**src/rtl/cirno_pkg.sv**
```systemverilog
// Shared types for the instruction ROM path: loader state encoding and
// the address/instruction word types seen by both loader and fetch unit.
package cirno_pkg;

    localparam int CIRNO_ADDR_W = 9;
    localparam int CIRNO_INST_W = 9;

    typedef logic [CIRNO_ADDR_W-1:0] addr_t;
    typedef logic [CIRNO_INST_W-1:0] inst_t;

    typedef enum logic [2:0] {
        S_ADDR   = 3'd0,
        S_LEN    = 3'd1,
        S_DATA   = 3'd2,
        S_CSUM   = 3'd3,
        S_LAUNCH = 3'd4,
        S_RUN    = 3'd5,
        S_ERR    = 3'd6
    } loader_state_t;

endpackage

```
**src/rtl/prog_loader.sv**
```systemverilog
// Program loader: receives a BASE/LEN/data/CSUM frame from the host,
// writes the data words into the instruction ROM and, once the XOR
// checksum matches, releases the fetch unit with a one-cycle init pulse.
module prog_loader
    import cirno_pkg::*;
#(
    parameter int ADDR_W = 9,
    parameter int INST_W = 9
) (
    input  logic              clk,
    input  logic              reset,
    input  logic              in_valid,
    input  logic [INST_W-1:0] in_data,
    output logic              in_ready,
    input  logic              load_req,
    output logic              mem_we,
    output logic [ADDR_W-1:0] mem_addr,
    output logic [INST_W-1:0] mem_wdata,
    output logic              fetch_unit_en,
    output logic              init,
    output logic [ADDR_W-1:0] startAddress,
    output logic              err
);

    // Remaining-count width must hold both any LEN value and the full
    // ROM depth (LEN = 0 encodes 2^ADDR_W words).
    localparam int CNT_W = ((INST_W > ADDR_W) ? INST_W : ADDR_W) + 1;

    loader_state_t     r_state;
    logic [ADDR_W-1:0] r_base;
    logic [ADDR_W-1:0] r_cur_addr;
    logic [CNT_W-1:0]  r_cnt;
    logic [INST_W-1:0] r_acc;
    logic              r_mem_we;
    logic [ADDR_W-1:0] r_mem_addr;
    logic [INST_W-1:0] r_mem_wdata;
    logic              r_fetch_en;
    logic              r_init;
    logic [ADDR_W-1:0] r_start_addr;
    logic              r_err;

    logic              w_accept;
    logic [CNT_W-1:0]  w_full_len;

    assign w_accept   = in_valid && in_ready;
    assign w_full_len = CNT_W'(1) << ADDR_W;

    // Ready is a pure state decode so the host never sees it depend on valid.
    always_comb begin
        in_ready = 1'b0;
        case (r_state)
            S_ADDR, S_LEN, S_DATA, S_CSUM: in_ready = 1'b1;
            default:                       in_ready = 1'b0;
        endcase
    end

    // Frame FSM, address/count/accumulator datapath and registered outputs.
    always_ff @(posedge clk or posedge reset) begin
        if (reset) begin
            r_state      <= S_ADDR;
            r_base       <= '0;
            r_cur_addr   <= '0;
            r_cnt        <= '0;
            r_acc        <= '0;
            r_mem_we     <= 1'b0;
            r_mem_addr   <= '0;
            r_mem_wdata  <= '0;
            r_fetch_en   <= 1'b0;
            r_init       <= 1'b0;
            r_start_addr <= '0;
            r_err        <= 1'b0;
        end else begin
            // Write strobe and init are single-cycle pulses unless re-armed below.
            r_mem_we <= 1'b0;
            r_init   <= 1'b0;
            case (r_state)
                S_ADDR: begin
                    if (w_accept) begin
                        r_base     <= ADDR_W'(in_data);
                        r_cur_addr <= ADDR_W'(in_data);
                        r_state    <= S_LEN;
                    end
                end
                S_LEN: begin
                    if (w_accept) begin
                        r_cnt   <= (in_data == '0) ? w_full_len : CNT_W'(in_data);
                        r_acc   <= '0;
                        r_state <= S_DATA;
                    end
                end
                S_DATA: begin
                    if (w_accept) begin
                        r_mem_we    <= 1'b1;
                        r_mem_addr  <= r_cur_addr;
                        r_mem_wdata <= in_data;
                        // Address wraps modulo the ROM depth by width alone.
                        r_cur_addr  <= r_cur_addr + ADDR_W'(1);
                        r_cnt       <= r_cnt - CNT_W'(1);
                        r_acc       <= r_acc ^ in_data;
                        if (r_cnt == CNT_W'(1)) begin
                            r_state <= S_CSUM;
                        end
                    end
                end
                S_CSUM: begin
                    if (w_accept) begin
                        if (in_data == r_acc) begin
                            // init is raised for the single S_LAUNCH cycle.
                            r_init       <= 1'b1;
                            r_start_addr <= r_base;
                            r_state      <= S_LAUNCH;
                        end else begin
                            r_err   <= 1'b1;
                            r_state <= S_ERR;
                        end
                    end
                end
                S_LAUNCH: begin
                    // Enable rises on the same edge that drops init.
                    r_fetch_en <= 1'b1;
                    r_state    <= S_RUN;
                end
                S_RUN: begin
                    if (load_req) begin
                        r_fetch_en <= 1'b0;
                        r_state    <= S_ADDR;
                    end
                end
                S_ERR: begin
                    if (load_req) begin
                        r_err   <= 1'b0;
                        r_state <= S_ADDR;
                    end
                end
                default: begin
                    r_fetch_en <= 1'b0;
                    r_err      <= 1'b0;
                    r_state    <= S_ADDR;
                end
            endcase
        end
    end

    assign mem_we        = r_mem_we;
    assign mem_addr      = r_mem_addr;
    assign mem_wdata     = r_mem_wdata;
    assign fetch_unit_en = r_fetch_en;
    assign init          = r_init;
    assign startAddress  = r_start_addr;
    assign err           = r_err;

endmodule

```
**config.mk**
```make
export PLATFORM = sky130hd
export DESIGN_NAME = prog_loader
export DESIGN_NICKNAME = d
export VERILOG_FILES = /design/src/rtl/cirno_pkg.sv /design/src/rtl/prog_loader.sv
export SDC_FILE = /design/constraint.sdc
export NUM_CORES = 1
export LEC_CHECK = 0
export ABC_AREA = 0
export CORE_ASPECT_RATIO = 0.9
export CORE_MARGIN = 3
export CORE_UTILIZATION = 30
export CTS_CLUSTER_SIZE = 16
export DETAILED_ROUTE_END_ITERATION = 12
export PLACE_DENSITY = 0.58
export SLEW_MARGIN = 20
export SYNTH_ARGS = -nofsm -noshare
export SYNTH_HDL_FRONTEND = slang
export SYNTH_SLANG_ARGS = --single-unit
```
**constraint.sdc**
```tcl
create_clock -name clk -period 2.13 [get_ports clk]
set_input_delay 0.426 -clock clk [delete_from_list [all_inputs] [get_ports clk]]
set_output_delay 0.426 -clock clk [all_outputs]
set_load 0.005 [all_outputs]
```
Word-level counts from Yosys, hierarchy flattened
Index checks and enable logic that the tools add are counted.
Widths: inputs -> output; s select.
Word-level totals
  register bits after elaboration: 71
  bits in latches: 0
  bits in writable memories: 0
  memory bits (read-only): 0
  bits of input ports: 13
  output and inout port bits: 32
  word-level logic and storage cells: 80
  memories kept: 0
Cells by class
  $add $sub $neg: 2
  multipliers: 0
  divide/modulo/power cells: 0
  $lt $le $gt $ge: 0
  equality and inequality tests: 17
  shift-type cells: 0
  muxes and demuxes: 29
  bitwise logic cells: 3
  reduce and logical (&&, ||, !) cells: 17
Operators with widths (count)
  $mux 9: 4
  $pmux 9 s2: 2
  $mux 10: 3
  $pmux 10 s2: 1
  $mux 3: 6
  $pmux 3 s6: 1
  $ne 2x2->1 const B: 8
  $eq 10x1->1 const B: 1
  $reduce_or 5->1: 2
  $sub 10x1->10 const B: 1
  $add 9x1->9 const B: 1
  $eq 3x3->1 const B: 3
  $eq 9x9->1: 1
  $logic_not 9->1: 1
  $mux 1: 9
  $reduce_and 3->1: 3
  $xor 9x9->9: 1
  $eq 3x2->1 const B: 2
  $pmux 1 s3: 2
  $reduce_and 2->1: 3
  $reduce_and 6->1: 1
  $reduce_and 4->1: 1
  $reduce_bool 2->1: 2
  $reduce_or 4->1: 1
  other kinds (7): 8

Depth between registers and ports, before layout
  word-level depth: 6
  mapped depth: 8
  depth with buffers taken out: 6

Least setup slack after synthesis
Ideal clock, no wire load.
  path kind: flip-flop to flip-flop
  from: reg r_acc[4]
  to: reg r_start_addr[2], in the netlist startAddress[2]
  setup time: 0.125 ns
  data arrival time: 1.731 ns
  data required time: 2.005 ns
  path slack: 0.274 ns
  stages on the path, launching flop included: 6
  path buffers: 0
  period minus slack after synthesis: 1.856 ns
  cell sequence: dfrtp_1 nor2b_1 a2111oi_2 nand4_1 nor3_4 mux2_2
Between the ends
  longest elaborated chain between the ends: 2
RTL lines
  from (decl): line prog_loader.sv:33  | logic [INST_W-1:0] r_acc;
  from (signal assigned): line prog_loader.sv:99  | r_acc <= r_acc ^ in_data;
  $eq 9x9->1: line prog_loader.sv:107  | if (in_data == r_acc) begin
  $reduce_and 3->1 (no source line)
  to (signal assigned): line prog_loader.sv:110  | r_start_addr <= r_base;
  to (decl): line prog_loader.sv:39  | logic [ADDR_W-1:0] r_start_addr;
No other way between the ends.
A chain may end at the register's enable or synchronous reset.

Worst setup path after layout
  from: reg r_acc[4]
  to: reg r_start_addr[6], in the netlist startAddress[6]
The elaborated chain is that of the path after synthesis.

==> flow_metrics.tcl <==
set metrics [dict create \
    crit_path_end_kind "register" \
    grt_usage_pct 15.3 \
    boundaryPins 45 \
    max-vdd-ir-drop_mv 0.731 \
    synth_area_leaders "dfrtp_1, nand2_1, o21ai_0" \
    avgSynthCellArea_um2 9.19 \
    drt_pass1_iterations 5 \
    nets 448 \
    drive_gt1_share_pct 14.4 \
    critPathBufInv 2 \
    rsz0062_at_grt "false" \
    yosys.area.top_type "dfrtp_1" \
    netlist_area_um2 3290 \
    crit_family "simple AND/OR/NAND/NOR gates" \
    clkSinkCount 71 \
    finalCritPeriodShare_pct 95.1 \
    start_util_pct 31.4 \
    antenna_left 0 \
    dieArea_um2 12300 \
    portBuffers 44 \
    grt_pass1_wl_um 14600 \
    setup_viol 0 \
    overflow 0 \
    rows 35 \
    worstPathMaxFanout 5 \
    seq_power_share_pct 37.1 \
    fin_skew_ps 8.79 \
    hold-worst-slack_ps 478 \
    cp.required_ps 2350 \
    grt_pass1_vias 2834 \
    slew-limit-headroom_pct 68.2 \
    synth_top_area_share_pct 54.0 \
    die_w_um 116 \
    final_hold_viol_count 0 \
    cts-buffers-inserted 9 \
    fmax_mhz 494 \
    powerDensity_nw_per_um2 1420 \
    use_met3_pct 3.90 \
    total_power_w 0.00637 \
    max_stage_delay_ps 380 \
    cp-start-kind "register" \
    drv_cap 0 \
    async_flop_share_pct 100 \
    syn-num-nets 374 \
    path_cells "nor2b_1 -> a2111oi_2 -> nand4_1 -> nor3_4 -> buf_6 -> buf_12 -> mux2_2" \
    synth_ff_type "dfrtp_1" \
    cts_hold_buffers 0 \
    worst_pin_slew_ps 474 \
    fin_area_um2 4500 \
    wl_um 8790 \
    globalRouteMet1Util_pct 21.5 \
    power_leakage_nw 2.05 \
    multi_input_area_um2 1410 \
    synth_edf_count 0 \
    wl_per_cell_um 15.5 \
    place.gp.congestion 0.883 \
    ff_latch_area_um2 1780 \
    synth-seq-area-share_pct 54.0 \
    grt_max_degree 72 \
    yosys-top-cells-count "nand2_1, dfrtp_1, o21ai_0" \
    vias_per_cell 5.12 \
    hold_path_class "reg -> reg" \
    p_sw_share_pct 36.1 \
    antennaDiodeCount 0 \
    synth.most_common_cell "nand2_1" \
    dp_cells 548 \
    drt_iter0_drc 214 \
    antenna_found_initial 0 \
    arrival_ps 2250 \
    cts_max_path_buffers 2 \
    fill_cells 1005 \
    htreeDepth 3 \
    ys_ff_latch 71 \
    synth_warnings 0 \
    core-area_um2 10500 \
    ys_types 40 \
    busiest_layer "met2" \
    use_met2_pct 22.8 \
    vias 2896 \
    cts_root_buffer "clkbuf_16" \
    comb_power_share_pct 36.9 \
    drc 0 \
    drv_slew 0 \
    syn_inst 358 \
    crit_slowest_cell "dfrtp_1" \
    outcome "complete, no violations" \
    p_int_w 0.00407 \
    cts_tree "built" \
    synthToLayoutAreaGrowth_pct 36.7 \
    die_height_um 105 \
    layout.cells.non_filler 566 \
    finalCriticalPeriod_ps 2020 \
    hpwl_um 6200 \
    clk_latency_ps 340 \
    p_clk_share_pct 26.1 \
    path_clk_slew_ps 60 \
    place_area_um2 4130 \
    p_switching_w 0.00230 \
    critical_path_class "reg -> reg" \
]
==> tightest hold or removal path, stage by stage, from the launching register on <==
cell	delay, ps
dfrtp_1	340
nand2_1	50
nand2_1	50
==> cell usage in the layout (no fill, tap or decap), types with 2 or more instances in the layout <==
cell,instances
a211oi_1,2
a21o_1,2
a21oi_1,20
a22o_1,5
a22oi_1,2
a311oi_1,2
a31oi_1,4
and2_1,2
buf_12,4
buf_4,30
bufinv_16,2
clkbuf_16,9
clkdlybuf4s50_1,39
clkinv_4,3
dfrtp_1,71
dlygate4sd2_1,4
ha_1,3
inv_1,10
inv_6,2
mux2_1,3
mux2_2,7
nand2_1,88
nand2b_1,2
nand3_1,12
nand4_1,2
nor2_1,16
nor2b_1,9
nor3_1,11
nor4_1,5
o21ai_0,40
o22ai_1,3
o31ai_1,2
xnor2_1,4
==> final timing paths <==
path,start,to,slack (ps),cells after the start
max,r_acc[4]$_DFFE_PP0P_,startAddress[6]$_DFFE_PP0P_,110,7
max reg2reg,r_acc[4]$_DFFE_PP0P_,startAddress[6]$_DFFE_PP0P_,110,7
min reg2reg,mem_wdata[5]$_DFFE_PP0P_,mem_wdata[5]$_DFFE_PP0P_,480,2
min,mem_wdata[5]$_DFFE_PP0P_,mem_wdata[5]$_DFFE_PP0P_,480,2
max in group asynchronous,reset,mem_wdata[2]$_DFFE_PP0P_,1260,3
min in group asynchronous,reset,mem_wdata[8]$_DFFE_PP0P_,520,3
==> per-stage QoR <==
step	utilization [%]	setup slack [ps]	setup TNS, ps
2_1_floorplan	-	274	0
3_3_place_gp	39.5	-329	-3070
3_5_place_dp	39.5	-364	-3400
4_1_cts	43.0	26.1	0
5_1_grt	43.0	10.2	0
6_report	43.0	105	0
==> sequential cells by signal, indices dropped and copies added, names as in the netlist, 3 cells and up <==
signal and cells:
mem_wdata 9, r_base 9, r_cur_addr 9, r_state 3, r_acc 9, r_cnt 10, mem_addr 9, startAddress 9
==> final cells by class <==
cell class	instances	area share, %
inverter	11	1.00
multi-input combinational	259	31.2
clock buffer	9	5.01
sequential	71	39.5
timing repair buffer	80	17.4
tap	129	3.59
clock inverter	7	2.31
==> routing by layer <==
| layer | vias to the layer above | part of all wire, % |
|---|---|---|
| li1 | 1385 | - |
| met1 | 1406 | 47 |
| met2 | 92 | 46 |
| met3 | 13 | 5.8 |
| met4 | 0 | 1.7 |
| met5 | - | 0 |
==> power by group through the flow <==
stage / registers, W / logic (W) / clock network, W
5_1_grt: 0.00244 / 0.00266 / 0.00175
6_report: 0.00236 / 0.00235 / 0.00166
4_1_cts: 0.00236 / 0.00237 / 0.00170
2_1_floorplan: 0.00222 / 0.00141 / 0
3_3_place_gp: 0.00235 / 0.00230 / 0
3_5_place_dp: 0.00237 / 0.00236 / 0
==> kinds of logic after synthesis <==
logic type	Yosys count	synth area share, %
and+or+nand+nor	153	20.9
muxes	11	3.73
buffers and inverters	28	3.31
DFF	71	54.0
adders and majority gates	4	1.45
xor gates and xnor gates	5	1.33
AOI/OAI and AO/OA	86	15.3
==> what timing repair did <==
| item | 4_1_cts | 5_1_grt |
|---|---|---|
| gates cloned | 1 | 0 |
| pin swaps | 2 | 3 |
| gates resized for setup | 6 | 1 |
| setup endpoints to repair | 3 | 9 |
| setup buffers | 1 | 0 |
Note: power is estimated with default switching activity, not from simulation.
==> edit, RTL diff (config.mk and constraints unchanged) <==
Change the parameter `ADDR_W` from 9 to 8.
--- a/src/rtl/prog_loader.sv
+++ b/src/rtl/prog_loader.sv
@@ -4,7 +4,7 @@
 module prog_loader
     import cirno_pkg::*;
 #(
-    parameter int ADDR_W = 9,
+    parameter int ADDR_W = 8,
     parameter int INST_W = 9
 ) (
     input  logic              clk,
Ports: changed (resized mem_addr and startAddress); port bits go from 45 to 43. No check against the original RTL was run, so the function may have changed too.
==> edit against the unedited design <==
  * Sequential share of layout area is 0.74 points lower
  * Largest power group is now combinational cells
  * Routed wire length decreased by 9.3%
  * Sequential power shrank 6%
  * Cell area down 3.8%
  * Area after synthesis fell by 2.7%
  * Global-route usage fell by 1.1 points
  * Die area down 2.5%
  * Critical endpoint is now in_ready
  * Power down 2.0%
  * Sequential cell count down 4
  * Utilization down 1.1 points
  * Worst setup slack better by 0.097 ns
  * Clock power down 3%
==> edit: results (changes against the unedited design) <==
[layout]
clkCellAreaFrac_pct=7.40  ; +0.089 points
nFlopsAndLatches=67  ; -5.6%
multi_input_area_um2=1420  ; +1.1%
fin_cells=524  ; -7.4%
fill_cells=1032  ; +2.7%
nets=406  ; -9.4%
ff_latch_area_um2=1680  ; -5.6%
num-multi-input-gates=229  ; -12%
drive_above_1_share_pct=19.0  ; +4.6 points

[setup_path]
worstSetupStartpoint=r_state[2]
path_max_fanout=10  ; +5
cp-endpoint=in_ready
regToRegSetupSlack_ns=0.30  ; +0.19 ns

[run_status]
status=completed

[synthesis]
synthTopCellsByArea=dfrtp_1 52%, nand2_1 6.9%, o21ai_0 6.1%, mux2_4 3.8%, mux2_2 2.8%
synth-seq-area-share_pct=52.3  ; -1.6 points
yosysMostFrequentCell=dfrtp_1
synthDistinctLibCells=56  ; +40%
netlist_instances=322  ; -10%

[placement]
dpl_cell_area_um2=4010  ; -3.1%

[power_and_ir_drop]
p_seq_share_pct=35.8  ; -1.3 points
peakVddDrop_v=0.000410  ; -44%
leakagePower_nw=1.92  ; -6.1%
internal_power_mw=4.09  ; +0.51%

[clock_tree]
cts-resized-gates=0  ; -6
cts_setup_buffers=0  ; -1

[grt]
use_met2_pct=20.4  ; -2.4 points

edit: cell count changes after synthesis, sizes merged, moves of 3 or more:
cell   unedited run  this run
mux2             10        16
nor2             16        20
xnor2             4         9
buf               3         6
nand2            88        60
nor2b             9         1
a22o              5         0
a21oi            20        15
nand3            12         6
nor3             12         6
dfrtp            71        67
inv              11         7
edit: cells by family (layout without fill, tap and decap cells):
logic type	after synthesis	after routing	share of synthesized area [%]
simple gates	117	117	17.7
compound gates	81	81	14.9
flops	67	67	52.3
mux	17	17	6.88
buf+inv	26	99	3.48
fa+ha+maj	4	4	1.48
xor+xnor	10	10	3.20
edit: worst max-delay path, cell delays in order, from the launching register on:
cell	delay, ns
dfrtp_1	0.40
buf_4	0.18
inv_1	0.09
clkdlybuf4s50_1	0.51
edit: metal layers:
layer	part of all wire (%)	wire length, µm	up-vias
met5	0	0	-
met4	1.8	147	0
met3	4.3	340	16
met2	45	3590	68
met1	49	3900	1268
li1	-	-	1277
